--- src/rtl/fb_scanout_reader.sv ---
// -----------------------------------------------------------------------------
// fb_scanout_reader
//
// Reads the on-chip framebuffer sequentially, one 32-bit word per pixel, and
// streams the pixels out on a valid/ready interface. The block is the
// framebuffer's read master. A small show-ahead FIFO absorbs the memory's
// fixed 1-cycle read latency. Every pixel carries two tags:
//   - sof: the pixel is word 0 of the frame.
//   - eol: the pixel is the last one of its line.
//
// Read timing
//   - The read decision for a cycle is made from that cycle's mem_grant and
//     credit.
//   - The strobe and address are registered, so they are driven on the
//     following cycle.
//   - Read data returns on the cycle after that and is pushed at the end of
//     it, so a pixel becomes visible 2 cycles after its address is driven.
//
// Ports
//   clk, reset         single clock; synchronous active-high reset
//   start              1-cycle pulse, begins scanout at address 0 (IDLE only)
//   continuous         1: wrap into the next frame; 0: stop after this frame
//   mem_grant          arbiter permits a read
//   mem_address        registered read address
//   mem_chipselect     registered read strobe
//   mem_clken          constant 1
//   mem_readdata       read data, valid 1 cycle after a strobed address
//   pix_data           pixel word (0 when no pixel is available)
//   pix_sof, pix_eol   start-of-frame / end-of-line tags
//   pix_valid          pixel available
//   pix_ready          sink accepts
//   busy               block is not IDLE
//   frame_done         1-cycle pulse after the last pixel of a frame is taken
//   underflow_count    saturating count of RUN cycles in which the sink was
//                      ready but no pixel was available; only present when
//                      FB_SCANOUT_UNDERFLOW_CNT_EN is defined
//
// Configuration
//   FB_SCANOUT_UNDERFLOW_CNT_EN  adds the underflow_count port and counter.
//
// FIFO_DEPTH must be a power of 2 and at least 4.
// -----------------------------------------------------------------------------
module fb_scanout_reader #(
  parameter int NUM_WORDS  = 76800,
  parameter int ADDR_W     = 17,
  parameter int H_PIXELS   = 320,
  parameter int FIFO_DEPTH = 8
) (
  input  logic              clk,
  input  logic              reset,
  input  logic              start,
  input  logic              continuous,
  input  logic              mem_grant,
  output logic [ADDR_W-1:0] mem_address,
  output logic              mem_chipselect,
  output logic              mem_clken,
  input  logic [31:0]       mem_readdata,
  output logic [31:0]       pix_data,
  output logic              pix_sof,
  output logic              pix_eol,
  output logic              pix_valid,
  input  logic              pix_ready,
  output logic              busy,
  output logic              frame_done
`ifdef FB_SCANOUT_UNDERFLOW_CNT_EN
  ,
  output logic [15:0]       underflow_count
`endif
);

  localparam int PTR_W = $clog2(FIFO_DEPTH);
  localparam int CNT_W = PTR_W + 1;
  localparam int COL_W = (H_PIXELS > 1) ? $clog2(H_PIXELS) : 1;
  localparam int SUM_W = CNT_W + 2;

  localparam logic [ADDR_W-1:0] LAST_ADDR = ADDR_W'(NUM_WORDS - 1);
  localparam logic [COL_W-1:0]  LAST_COL  = COL_W'(H_PIXELS - 1);
  localparam logic [SUM_W-1:0]  DEPTH_SUM = SUM_W'(FIFO_DEPTH);
  localparam logic [CNT_W-1:0]  DEPTH_CNT = CNT_W'(FIFO_DEPTH);

  typedef enum logic [1:0] {
    IDLE  = 2'd0,
    RUN   = 2'd1,
    DRAIN = 2'd2
  } state_t;

  state_t state_q, state_d;

  // Read issue side
  logic [ADDR_W-1:0] addr_q, cur_addr;
  logic [COL_W-1:0]  col_q, cur_col;
  logic [SUM_W-1:0]  credit_used;
  logic              issue, last_issue;

  // Tag pipeline, aligned with the strobe and then with the returning data
  logic s1_sof, s1_eol;
  logic inflight, s2_sof, s2_eol;

  // Show-ahead FIFO: {eol, sof, data}
  logic [33:0]      fifo_mem [FIFO_DEPTH];
  logic [PTR_W-1:0] wr_ptr, rd_ptr;
  logic [CNT_W-1:0] fifo_count;
  logic [33:0]      head;
  logic             push, pop;

  // Pixel position within the frame, used to find the frame's last pixel
  logic [ADDR_W-1:0] pop_idx, pop_pos;

  assign push = inflight;
  assign pop  = pix_valid && pix_ready;

  // ---------------------------------------------------------------------------
  // Issue logic
  //
  // The strobe is registered, so a read decided now lands on the bus next
  // cycle. The credit therefore covers every word already on its way:
  //   - words stored in the FIFO,
  //   - the word returning now (inflight),
  //   - the word being strobed now (mem_chipselect).
  // Pops in the same cycle are not credited.
  // ---------------------------------------------------------------------------
  // NOTE: give every always_comb output a default before any branch; a path
  // that leaves one unassigned infers a latch.
  always_comb begin
    cur_addr    = (state_q == IDLE) ? '0 : addr_q;
    cur_col     = (state_q == IDLE) ? '0 : col_q;
    credit_used = SUM_W'(fifo_count) + SUM_W'(inflight) + SUM_W'(mem_chipselect);
    issue       = mem_grant && (credit_used < DEPTH_SUM) &&
                  ((state_q == RUN) || ((state_q == IDLE) && start));
    last_issue  = issue && (cur_addr == LAST_ADDR) && !continuous;
  end

  // ---------------------------------------------------------------------------
  // FSM: state register
  // ---------------------------------------------------------------------------
  // NOTE: clocked state uses non-blocking assignments so that every register
  // samples pre-edge values, whatever the order the blocks are evaluated in.
  always_ff @(posedge clk) begin
    if (reset) state_q <= IDLE;
    else       state_q <= state_d;
  end

  // ---------------------------------------------------------------------------
  // FSM: next state
  // ---------------------------------------------------------------------------
  always_comb begin
    state_d = state_q;
    unique case (state_q)
      IDLE:    if (start) state_d = last_issue ? DRAIN : RUN;
      RUN:     if (last_issue) state_d = DRAIN;
      DRAIN:   if (!mem_chipselect && !inflight && (fifo_count == '0)) state_d = IDLE;
      default: state_d = IDLE;
    endcase
  end

  // ---------------------------------------------------------------------------
  // FSM: outputs
  // ---------------------------------------------------------------------------
  always_comb begin
    busy      = (state_q != IDLE);
    mem_clken = 1'b1;
    pix_valid = (fifo_count != '0);
    head      = fifo_mem[rd_ptr];
    pix_data  = pix_valid ? head[31:0] : '0;
    pix_sof   = pix_valid && head[32];
    pix_eol   = pix_valid && head[33];
    // A sof pixel restarts the position count, so every frame realigns itself.
    pop_pos   = head[32] ? '0 : pop_idx;
  end

  // ---------------------------------------------------------------------------
  // Datapath: counters, strobe, tag pipeline, FIFO pointers, frame_done
  // ---------------------------------------------------------------------------
  always_ff @(posedge clk) begin
    if (reset) begin
      addr_q         <= '0;
      col_q          <= '0;
      mem_chipselect <= 1'b0;
      mem_address    <= '0;
      s1_sof         <= 1'b0;
      s1_eol         <= 1'b0;
      // Clearing inflight drops any word returning in the cycle after reset.
      inflight       <= 1'b0;
      s2_sof         <= 1'b0;
      s2_eol         <= 1'b0;
      wr_ptr         <= '0;
      rd_ptr         <= '0;
      fifo_count     <= '0;
      pop_idx        <= '0;
      frame_done     <= 1'b0;
    end else begin
      if (issue) begin
        addr_q <= (cur_addr == LAST_ADDR) ? '0 : cur_addr + 1'b1;
        col_q  <= (cur_col == LAST_COL)   ? '0 : cur_col + 1'b1;
      end else if ((state_q == IDLE) && start) begin
        addr_q <= '0;
        col_q  <= '0;
      end

      mem_chipselect <= issue;
      mem_address    <= issue ? cur_addr : '0;
      s1_sof         <= issue && (cur_addr == '0);
      s1_eol         <= issue && (cur_col == LAST_COL);

      inflight <= mem_chipselect;
      s2_sof   <= s1_sof;
      s2_eol   <= s1_eol;

      if (push) wr_ptr <= wr_ptr + 1'b1;
      if (pop)  rd_ptr <= rd_ptr + 1'b1;

      unique case ({push, pop})
        2'b10:   fifo_count <= fifo_count + 1'b1;
        2'b01:   fifo_count <= fifo_count - 1'b1;
        default: fifo_count <= fifo_count;
      endcase

      frame_done <= 1'b0;
      if (pop) begin
        frame_done <= (pop_pos == LAST_ADDR);
        pop_idx    <= pop_pos + 1'b1;
      end
    end
  end

  // NOTE: the FIFO storage has no reset; the pointers and count define which
  // entries are live, so clearing the array would only cost reset fan-out.
  always_ff @(posedge clk) begin
    if (push) fifo_mem[wr_ptr] <= {s2_eol, s2_sof, mem_readdata};
  end

  // The credit rule makes a push into a full FIFO impossible.
  fifo_no_overflow: assert property (@(posedge clk) disable iff (reset)
    !(push && !pop && (fifo_count == DEPTH_CNT)));

`ifdef FB_SCANOUT_UNDERFLOW_CNT_EN
  // Counting starts only once the run has produced its first pixel, so the
  // pipeline fill after start is not counted as underflow.
  logic seen_pix;

  always_ff @(posedge clk) begin
    if (reset || ((state_q == IDLE) && start)) begin
      underflow_count <= '0;
      seen_pix        <= 1'b0;
    end else begin
      if (pix_valid) seen_pix <= 1'b1;
      if ((state_q == RUN) && seen_pix && pix_ready && !pix_valid &&
          (underflow_count != 16'hFFFF))
        underflow_count <= underflow_count + 1'b1;
    end
  end
`endif

endmodule

--- config.mk ---
export PLATFORM = sky130hd
export DESIGN_NAME = fb_scanout_reader
export DESIGN_NICKNAME = d
export VERILOG_FILES = /design/src/rtl/fb_scanout_reader.sv
export SDC_FILE = /design/constraint.sdc
export NUM_CORES = 1
export LEC_CHECK = 0
export ABC_AREA = 1
export CAP_MARGIN = 20
export CORE_MARGIN = 2
export CORE_UTILIZATION = 48
export DETAILED_ROUTE_END_ITERATION = 10
export GPL_ROUTABILITY_DRIVEN = 0
export HOLD_SLACK_MARGIN = 0.1
export PLACE_DENSITY = 0.66
export SETUP_SLACK_MARGIN = 0.2
export SYNTH_ARGS = -nofsm -noshare
export SYNTH_HDL_FRONTEND = slang
export SYNTH_SLANG_ARGS = --single-unit
--- constraint.sdc ---
create_clock -name clk -period 2.8 [get_ports clk]
set_input_delay 0.7 -clock clk [delete_from_list [all_inputs] [get_ports clk]]
set_output_delay 0.7 -clock clk [all_outputs]
set_load 0.01 [all_outputs]
# Word-level counts from Yosys, hierarchy flattened
# Memories as Yosys holds them, arrays and structs flattened. A register that Yosys moved wholly into a read port is not among the register bits.
# Index checks and enable logic that the tools add are counted.
op_classes:
  add_sub_neg: 9
  order_cmp: 1
  eq_ne: 10
  muxes: 20
  bitwise_logic: 2
  reduce_logical: 26
op_table:
  columns: ["operator", "n"]
  rows:
  - ["$mux 17", 5]
  - ["$mux 9", 4]
  - ["$add 17x1->17 const B", 2]
  - ["$eq 17x17->1 const B", 2]
  - ["$mux 32", 1]
  - ["$logic_not 17->1", 1]
  - ["$logic_and 1x1->1", 12]
  - ["$add 9x1->9 const B", 1]
  - ["$eq 9x9->1 const B", 1]
  - ["$mux 2", 4]
  - ["$pmux 4 s2", 1]
  - ["$add 3x1->3 const B", 2]
  - ["$add 5x1->6", 1]
  - ["$lt 6x4->1 const B", 1]
  - ["$mux 3", 2]
  - ["$ne 2x2->1 const B", 3]
  - ["$pmux 2 s3", 1]
  - ["$reduce_bool 2->1", 3]
  - ["$add 4x1->5", 1]
  - ["$add 4x1->4 const B", 1]
  - ["$eq 2x1->1 const B", 2]
  - ["$eq 2x2->1 const B", 2]
  - ["$logic_not 4->1", 1]
  - ["$reduce_bool 4->1", 1]
  - ["8 further kinds", 13]
word_totals:
  reg_bits: 79
  ramBits: 272
  inputBits: 38
  out_inout_bits: 56
  wordCells: 84
  memories: 1
memory_table:
  columns: ["name", "depth", "word_bits", "rd", "rd_clocked_by_memory_dff", "write_ports", "line", "text"]
  rows:
  - ["fifo_mem", 8, 34, 1, 1, 1, "100", "logic [33:0] fifo_mem [FIFO_DEPTH];"]

# Depth between registers and ports, before layout
depth:
  ltp_word: 10
  ltp_mapped: 17
  depth_no_buf: 16

# Worst setup path before layout
# OpenSTA, ideal clock, no wires.
synth_path:
  path_type: "register to register"
  startpoint: "reg inflight"
  endpoint: "mem fifo_mem[0][0] (enable)"
  setup_time_ns: 0.425
  arrival_ns: 2.215
  required_time_ns: 2.375
  setup_slack_ns: 0.160
  path_stages_with_launch: 4
  path_cell_list: "dfxtp_1 -> inv_1 -> or2_2 -> nor2_1"
synth_between:
  elab_chain_len: 2
synth_rtl:
  columns: ["element", "line", "text"]
  rows:
  - ["start: declaration", "97", "logic inflight, s2_sof, s2_eol;"]
  - ["start signal: assignment", "205", "inflight <= mem_chipselect;"]
  - ["$mux 1", "229", "if (push) fifo_mem[wr_ptr] <= {s2_eol, s2_sof, mem_readdata};"]
  - ["$mux 1 (not written as such)", "229", null]
  - ["end: declaration", "100", null]
# Every way passes these cells.

==> summary.md <==
The kind of capture point of the worst setup path was an output port. The netlist uses 42 different library cells. The maximum fanout along the worst path works out to 7.

The overall power consumption was 17400 uW. The final layout contains 1560 nets. TritonCTS built the clock tree. The initial utilization of the core area, before any placement, comes to 49.0%. The total clock buffers created by CTS is 38, and the count of unresolved DRC violations after routing is 0. Entering global routing, the biggest net connects 44 pins. The combined flip-flop and latch cell area was 9820 um2; the number of rows created at floorplan was 63.

The count of endpoints failing setup in the final report is 0, and the power per cell area is 928 nW/um2. Setup repair after global routing could not meet its margin everywhere. The region available for standard cell placement spans 29800 um2. In the final routed layout, each cell accounts on average for 19.1 um.

The layout has 2274 filler cells. The mean instance size in the synthesized netlist was 10.7 um2. The area added between synthesis and finish came out at 28.5%. At the worst endpoint, the arrival time is 2.05 ns.

Summed over all cells, the static leakage comes to 0.00660 uW. The vias per cell works out to 5.57. The first detailed-routing pass took 5 iterations.

The number of max-slew violations in the final report came out at 0. The run finished with clean final reports. Port buffering added 92 buffers.

The tools report the overall die area as 31800 um2. For this block, the routed nets add up to 36800 um of wire. The tools report the number of nets produced by synthesis as 1411.

For this design, the sink count on the clock tree is 354. The tool flagged a number of max-cap violations equal to 0. The setup path with the least slack is of type flop to output port. Summing every instance area after synthesis gives 14600 um2. The detailed placer's ending HPWL is 18200 um, and the achievable clock frequency is 0.363 GHz. The logs give 0.52 ns for the clock latency on the worst-skew pair and 0 for the count of synthesis-stage warnings from yosys. For the pin with the worst max-slew slack, the measured transition is 0.626 ns.

The proportion of layout cells with a drive suffix above 1 came out at 19.6%. In this run, synthesis inferred 272 flip-flops with an integrated enable. The tree is rooted in a sky130_fd_sc_hd__clkbuf_16. The run gives 58.2% as the tightest slew margin relative to the limit. The count of nets left with antenna violations once routing finished came out at 0. The iteration-0 DRC count of the detailed router is 970. At the worst endpoint, the required time is 2.10 ns. For this block, the via count after detailed routing is 10700.

IR analysis of the VDD net gives a maximum drop of 0.000914 V. The fraction of synthesis flops using an asynchronous set or reset pin is 0%, and the worst setup timing slack at the placement stage is 0.0792 ns. In the global route stage, overall resource usage came out at 23.0%. The vertical die dimension works out to 178 um. The ratio of final minimum period to clock period works out to 98.3%. The area of combinational cells with multiple inputs is 4550 um2.

Across the routed clock network, the largest skew measured is 0.0167 ns. The tools report the fraction of the yosys area taken by sequential cells as 67.2%. The shortest period the worst path allows came out at 2.75 ns. The min-delay analysis places its worst path in the category flop to flop. The first global-routing pass estimated 56200 um of wire. The final count of hold timing violations was 0. The longest clock path from root to sink contains 3 buffers. For this design the top-level I/O count stands at 94. In this run, synthesis produced a sequential element count of 354. Clock-pin slew was measured on the worst setup and hold paths at 0.06 ns.

For the leftover overflow at the end of global routing, the log shows 0. In the post-route analysis, the smallest setup slack over all paths is 0.0487 ns. The initial antenna violation count was 0; the deepest level of the CTS H-tree was 2. Measured along the x axis, the die boundary spans 178 um.

The leading register cell type out of synthesis was sky130_fd_sc_hd__edfxtp_1. The tools report the nature of the critical path startpoint as a flop. 0 antenna diodes ended up in the layout.

The count of mapped cells out of synthesis is 1362. The run gives 10300 as the number of global-route vias before repair.
## repair_timing
item / 4_1_cts / 5_1_grt
cloned: 21 / 4
pin swaps: 36 / 66
endpoints found under the hold margin: 0 / 0
gates resized for setup: 226 / 133
setup endpoints to repair: 36 / 44
setup buffers: 20 / 9
hold buffers: 0 / 0
## synthesized netlist by cell type (5+ instances only)
| cell | n | area share (%) |
|---|---|---|
| sky130_fd_sc_hd__nor2_4 | 5 | 0.39 |
| sky130_fd_sc_hd__nand3_1 | 37 | 1.3 |
| sky130_fd_sc_hd__ha_1 | 10 | 0.86 |
| sky130_fd_sc_hd__nor2_1 | 293 | 7.5 |
| sky130_fd_sc_hd__o22ai_1 | 34 | 1.5 |
| sky130_fd_sc_hd__nand2_1 | 120 | 3.1 |
| sky130_fd_sc_hd__inv_2 | 6 | 0.15 |
| sky130_fd_sc_hd__o21ai_0 | 180 | 6.2 |
| sky130_fd_sc_hd__a21oi_1 | 45 | 1.5 |
| sky130_fd_sc_hd__a31oi_1 | 35 | 1.5 |
| sky130_fd_sc_hd__inv_1 | 84 | 2.2 |
| sky130_fd_sc_hd__o21ai_1 | 9 | 0.31 |
| sky130_fd_sc_hd__nor2_2 | 6 | 0.26 |
| sky130_fd_sc_hd__nand2_2 | 8 | 0.34 |
| sky130_fd_sc_hd__clkbuf_1 | 54 | 1.4 |
| sky130_fd_sc_hd__buf_2 | 7 | 0.24 |
| sky130_fd_sc_hd__dfxtp_1 | 82 | 11 |
| sky130_fd_sc_hd__xor2_1 | 8 | 0.48 |
| sky130_fd_sc_hd__nand4_1 | 15 | 0.64 |
| sky130_fd_sc_hd__nand3_2 | 7 | 0.48 |
| sky130_fd_sc_hd__edfxtp_1 | 272 | 56 |
| sky130_fd_sc_hd__nor3_1 | 8 | 0.27 |
## through the flow
stage          util [%]  setup TNS (ns)  hold WS, ns  instance area, um2  cells
2_1_floorplan         -               0        0.388               14600   1362
3_3_place_gp       54.5               0        0.431               16200   1807
3_5_place_dp       54.5               0        0.428               16200   1807
4_1_cts            61.4               0        0.436               18300   1917
5_1_grt            62.9         -0.0356        0.448               18800   1930
6_report           62.9               0        0.433               18800   1930
## where the power goes
part / switching [uW] / internal (uW) / leakage (uW)
sequential: 120 / 5760 / 0.00312
combinational: 3530 / 2950 / 0.00287
clock: 2020 / 3010 / 0.000608
total: 5680 / 11700 / 0.00660
## path summary, 6_finish.rpt
kind,from,cells after the start,to,slack [ns]
max,flop,8,pix_data[2],0.05
min,s1_eol$_SDFF_PP0_,2,s2_eol$_SDFF_PP0_,0.43
min reg2reg,s1_eol$_SDFF_PP0_,2,s2_eol$_SDFF_PP0_,0.43
max reg2reg,flop,17,pop_idx[14]$_SDFFE_PP0N_,0.18
## cell families (layout without fill, tap and decap cells)
kind of cell	count (synthesis)	after routing	synth area share (%)
and+or+nand+nor	514	514	15.3
DFF	354	354	67.2
AOI/OAI and AO/OA	311	311	11.4
buffers and inverters	160	338	4.43
adders and majority gates	11	11	0.994
xor gates and xnor gates	11	11	0.660
other	1	1	0.0257
## critical path, stage by stage, from the launching register on
cell and delay (ns):
sky130_fd_sc_hd__dfxtp_4 0.43, sky130_fd_sc_hd__buf_6 0.15, sky130_fd_sc_hd__buf_12 0.12, sky130_fd_sc_hd__buf_16 0.12, sky130_fd_sc_hd__nor2_1 0.05, sky130_fd_sc_hd__nor2_1 0.09
sky130_fd_sc_hd__o21ai_0 0.08, sky130_fd_sc_hd__a31oi_1 0.28, sky130_fd_sc_hd__buf_2 0.20
## cell type report
| type | count | area share [%] |
|---|---|---|
| Sequential cell | 354 | 52.4 |
| Multi-Input combinational cell | 848 | 24.3 |
| Timing Repair Buffer | 178 | 12.0 |
| Clock buffer | 42 | 5.26 |
| Tap cell | 390 | 2.60 |
| Inverter | 90 | 1.99 |
| Clock inverter | 27 | 1.42 |
| Timing Repair inverter | 1 | 0.0867 |
## layout by cell type (no fill, tap or decap), drive strengths merged, types with 4 or more instances in the layout
cell type,synthesis,routed
clkbuf,54,46
o21ai,190,190
bufinv,0,5
xor2,8,8
nor4,4,4
buf,16,111
nand4,15,15
a21oi,45,45
nand2,131,131
o22ai,34,34
inv,90,92
nor3,9,9
edfxtp,272,272
a31oi,35,35
nand3,45,45
nor2,304,304
clkdlybuf4s50,0,57
clkinv,0,18
dfxtp,82,82
ha,10,10
bufbuf,0,5
## metal layers
metal | up-vias | share of wire (%) | routed length (um) | global-route usage, %
met5 | - | 0 | 0 | 0
met3 | 64 | 7.0 | 2580 | 3.92
li1 | 5084 | - | - | -
met4 | 0 | 2.2 | 811 | 6.27
met1 | 5206 | 43 | 15700 | 31.1
met2 | 387 | 48 | 17700 | 38.5
## flip-flops by register name, indices dropped and copies added, names as in the netlist, 2 cells and up, named ones only
register     flops
col_q            9
addr_q          17
mem_address     17
pop_idx         17
rd_ptr           3
state_q          2
wr_ptr           3
fifo_count       4
fifo_mem       272
Note: power is estimated with default switching activity, not from simulation.
